--- src/rtl/fifo_reader.sv ---
// Unpacks W-bit words from an upstream FIFO into NB = W/B beats, least-significant beat first.
// Handshaked output with backpressure, flush, and a wrapping count of fully emitted words.
//
// state | meaning
// EMPTY | no word held; pop the FIFO head when one is available
// HOLD  | r_word valid, presenting beat r_beat
module fifo_reader #(
  parameter int W = 32,
  parameter int B = 8
) (
  input  logic         clk,
  input  logic         reset,
  input  logic         fifo_empty,
  input  logic [W-1:0] fifo_data,
  output logic         fifo_pop,
  output logic         out_valid,
  input  logic         out_ready,
  output logic [B-1:0] out_data,
  output logic         out_last,
  input  logic         flush,
  output logic [15:0]  words_done
);

  localparam int NB = W / B;
  localparam int BW = (NB > 1) ? $clog2(NB) : 1;
  localparam logic [BW-1:0] LAST_BEAT = BW'(NB - 1);

  typedef enum logic {
    EMPTY = 1'b0,
    HOLD  = 1'b1
  } state_t;

  state_t                state_q, state_d;
  logic [W-1:0]          r_word_q, r_word_d;
  logic [BW-1:0]         r_beat_q, r_beat_d;
  logic [15:0]           words_done_q, words_done_d;
  logic                  reset_dly_q, reset_dly_d;
  logic [NB-1:0][B-1:0]  word_beats;
  logic                  accept;
  logic                  last_acc;

  assign word_beats = r_word_q;
  assign words_done = words_done_q;

  always_comb begin
    // Outputs are gated by reset so an abandoned word never shows during the reset cycle.
    out_valid = (state_q == HOLD) & ~reset;
    out_last  = out_valid & (r_beat_q == LAST_BEAT);
    out_data  = word_beats[r_beat_q];
    accept    = out_valid & out_ready;
    last_acc  = accept & out_last;
    // reset_dly_q keeps the first cycle after reset free of pops.
    fifo_pop  = ~fifo_empty & ~flush & ~reset & ~reset_dly_q &
                ((state_q == EMPTY) | last_acc);

    state_d      = state_q;
    r_word_d     = r_word_q;
    r_beat_d     = r_beat_q;
    words_done_d = words_done_q;
    reset_dly_d  = reset;

    if (reset) begin
      state_d      = EMPTY;
      r_beat_d     = '0;
      words_done_d = '0;
    end else if (flush) begin
      state_d  = EMPTY;
      r_beat_d = '0;
    end else begin
      if (last_acc) begin
        words_done_d = words_done_q + 16'd1;
        state_d      = EMPTY;
      end else if (accept) begin
        r_beat_d = r_beat_q + BW'(1);
      end
      if (fifo_pop) begin
        r_word_d = fifo_data;
        r_beat_d = '0;
        state_d  = HOLD;
      end
    end
  end

  always_ff @(posedge clk) begin
    state_q      <= state_d;
    r_word_q     <= r_word_d;
    r_beat_q     <= r_beat_d;
    words_done_q <= words_done_d;
    reset_dly_q  <= reset_dly_d;
  end

`ifndef SYNTHESIS
  always_ff @(posedge clk) begin
    if (fifo_pop && fifo_empty) $fatal(1, "fifo_reader: pop while FIFO empty");
  end
`endif

endmodule

--- config.mk ---
export PLATFORM = sky130hd
export DESIGN_NAME = fifo_reader
export DESIGN_NICKNAME = d
export VERILOG_FILES = /design/src/rtl/fifo_reader.sv
export SDC_FILE = /design/constraint.sdc
export NUM_CORES = 1
export LEC_CHECK = 0
export ABC_CLOCK_PERIOD_IN_PS = 10200
export CORE_MARGIN = 2
export CORE_UTILIZATION = 50
export DETAILED_ROUTE_END_ITERATION = 7
export GPL_TIMING_DRIVEN = 0
export PLACE_DENSITY_LB_ADDON = 0.2
export RECOVER_POWER = 25
export SYNTH_ARGS = -nofsm -noshare
export SYNTH_HDL_FRONTEND = slang
export SYNTH_SLANG_ARGS = --single-unit
--- constraint.sdc ---
create_clock -name clk -period 10.2 [get_ports clk]
set_input_delay 1.53 -clock clk [delete_from_list [all_inputs] [get_ports clk]]
set_output_delay 1.53 -clock clk [all_outputs]
set_load 0.1 [all_outputs]
==> results.md <==
* Outcome: completed
* Area contributors post-synth: edfxtp_1 (45%), dfxtp_1 (19%), mux4_2 (8.5%)
* Yosys warns at 0
* Vias post-DR at 1483
* Largest net degree at the start of global routing at 17
* Worst reg2reg path endpoint: r_word_q[2]$_DFFE_PP_
* Rel. slew slack at between 30% and 40%
* Critical-path maximum fanout at 5
* CP required at 8.67 ns
* Fillcell total at 294
* Fin. max-slew vios at 0
* RD Place Congestion at 0.852
* Synth Cell Area at approximately 0.0021 mm²
* Comb power frac at under 10%
* RSZ-0062 raised after global routing: false
* CTS H-tree lvls at 2
* PnR worst setup slack at 4.84 ns
* Clock latency on the worst-skew pair at 0.30 ns
* Max Clk Rate at 0.187 GHz
* Grt met2 use at 35.5%
* CTS resizes at 0
* Gate Count Post-Synth at 151
* Sw Pwr at 0.0778 mW
* Reg2Reg Depth at 6
* Leak at between 0.9 and 1 nW
* Syn nets at 190
* Cts hold-fix bufs at 0
* WHS Endpoint: words_done[15]$_SDFFE_PP0P_
* Post-synth top flop: edfxtp_1
* # rows at 23
* # port buffers at 63
* Synth top cells by count: edfxtp_1 (32), dfxtp_1 (20), nor2_1 (13), nand2_1 (10), mux4_2 (8)
* Worst setup EP type: output pin
* Netlist cell types at 36
* Clock Sinks at 52
* Die height at between 60 and 70 µm
* Global route hottest layer: met2
* DR WL/cell at 15.7 µm
* Setup violators final at 0
* GRT Total Usage at 19.3%
* First-pass GRT wire length at a little over 7000 µm
* M3 GR Usage at 6.14%
* Fin crit period at 5.36 ns
* Clock slew at reported path FFs at 0.09 ns
* Layout overhead on the synthesized area at 38.3%
* CTS tree: built
* Synth top area share at 45.4%
* Global route overflow at 0
* Vias in the first global route at between 1500 and 2000
* Design Area, Final at slightly below 0.003 mm²
* Num ports at 64
* Share of layout cells above drive strength 1 at 11.2%
* DP Wirelength at approximately 3200 µm
* Storage cell area at 0.00136 mm²
* Clock power share at 31.0%
* Worst-Margin Slew at 0.991 ns
* Total Wirelength at 4310 µm
* Initial DRC count at 92
* Peak supply drop at 70.6 µV
* Max_cap viols at 0
* Min-delay worst type: flop to flop
* Area of the multi-input gates at 718 µm²
* Cell with the most instances after synthesis: edfxtp_1
* CTS Buf Count at 5
* Drt pass-1 iters at 4
* Number of cells on the worst hold path at 2
* Detail Route Antenna Nets at 0
* R2r setup slk at 7.68 ns
* Diodes inserted at 0
* Clk_skew at 0.00435 ns
* R2r startpoint: r_beat_q[1]$_SDFFE_PP0P_
* EDFF count, synth at 32
* Final Hold Vio Count at 0
* Sw Share at around a fifth
* Pre-CTS setup slack at 4.84 ns
* Internal Power at slightly below 0.3 mW
* Root buffer selected by CTS: clkbuf_8
* Sum of negative setup slack at 0 ns
* Synth Register Bits at 52
* Register share of total power at 61.8%
* Fin crit share at 52.5%
* Overall die width at 69.0 µm
* DRC Markers at 0
* Setup bufs post-CTS at 0
* Critical hold path startpoint: words_done[15]$_SDFFE_PP0P_
* Via density at 5.41
* Post-synthesis sequential area ratio at 64.4%
* Pwr dens at roughly 130 mW/mm²
* WP data arrival at 3.83 ns
* Initial antenna violation count at 0
* Worst setup path class: input port to output pin
* Initial Util at 52.5%
* Total Nets Final at 262
* CP startpoint kind: input port
* Routing usage on met1 at about a fifth
* Core ar. at 0.00403 mm²
* Die Area at 0.00477 mm²
* Async set or reset register ratio after synthesis at 0%
* Syn_area_per_cell at ~14 µm²
* Post-synth top area cell: edfxtp_1
* Cell Area, Placed at 0.00284 mm²
* Clock Tree Buf Depth at 2
==> cell type report <==
type	count	share of cell area, %
Tap cell	50	2.14
Timing Repair Buffer	65	22.3
Buffer	6	1.24
Clock buffer	6	2.48
Clock inverter	2	0.556
Sequential cell	52	46.6
Multi-Input combinational cell	92	24.6
Inverter	1	0.128
==> flip-flops by register name, summed over array words and instances, names as in the netlist <==
register and flops:
r_beat_q 2, r_word_q 32, reset_dly_q 1, state_q 1
words_done 16
==> routing by layer <==
layer	routed length [µm]	vias to the layer above
met5	0	-
met4	68	0
met3	176	8
met2	2370	41
met1	1700	718
li1	-	716
==> layout by cell type, fill, tap and decap left out, types with 5 or more instances in the layout <==
| cell | netlist | routed |
|---|---|---|
| a21oi_1 | 7 | 7 |
| clkbuf_8 | 0 | 5 |
| clkdlybuf4s50_1 | 0 | 36 |
| dfxtp_1 | 20 | 20 |
| dlygate4sd3_1 | 0 | 27 |
| edfxtp_1 | 32 | 32 |
| mux4_2 | 8 | 8 |
| nand2_1 | 10 | 10 |
| nand3_1 | 5 | 5 |
| nor2_1 | 13 | 13 |
| xor2_1 | 5 | 5 |
==> worst max-delay path, stage by stage <==
cell and delay [ns]:
clkdlybuf4s50_1 0.54, nand2_1 0.10, a211o_1 0.35, nor3_1 0.15, clkdlybuf4s50_1 1.16
==> through the flow <==
step           std cells  power, mW  hold WS (ns)  utilization (%)
2_1_floorplan        151      0.242         0.531                -
3_3_place_gp         264      0.258         0.469             69.7
3_5_place_dp         266      0.260         0.478             70.4
4_1_cts              274      0.373         0.492             72.6
5_1_grt              274      0.383         0.506             72.6
6_report             274      0.366         0.491             72.6
==> kinds of logic after synthesis <==
kind of cell,Yosys count,synth area share [%]
adder cells (fa/ha/maj),2,1.18
buffers and inverters,7,1.89
flip-flops,52,64.4
XOR/XNOR,9,3.73
multiplexers,11,10.0
AO/OA/AOI/OAI,13,3.73
AND/OR/NAND/NOR,57,15.1
==> power by group through the flow <==
stage | Clock, mW | Combinational (mW) | Sequential (mW)
after floorplan | 0 | 0.0107 | 0.231
after global placement | 0 | 0.0272 | 0.231
after detailed placement | 0 | 0.0284 | 0.231
after CTS | 0.118 | 0.0286 | 0.226
after global routing | 0.128 | 0.0281 | 0.227
final | 0.113 | 0.0264 | 0.226
==> how the worst max path moves through the flow <==
stage,from,end,cells past startpoint
floorplan,out_ready,fifo_pop,3
detailed placement,out_ready,fifo_pop,5
global route,out_ready,fifo_pop,5
global placement,out_ready,r_word_q[13]$_DFFE_PP_,4
finish,out_ready,fifo_pop,5
CTS,out_ready,fifo_pop,5
(Power assumes the default switching activity.)
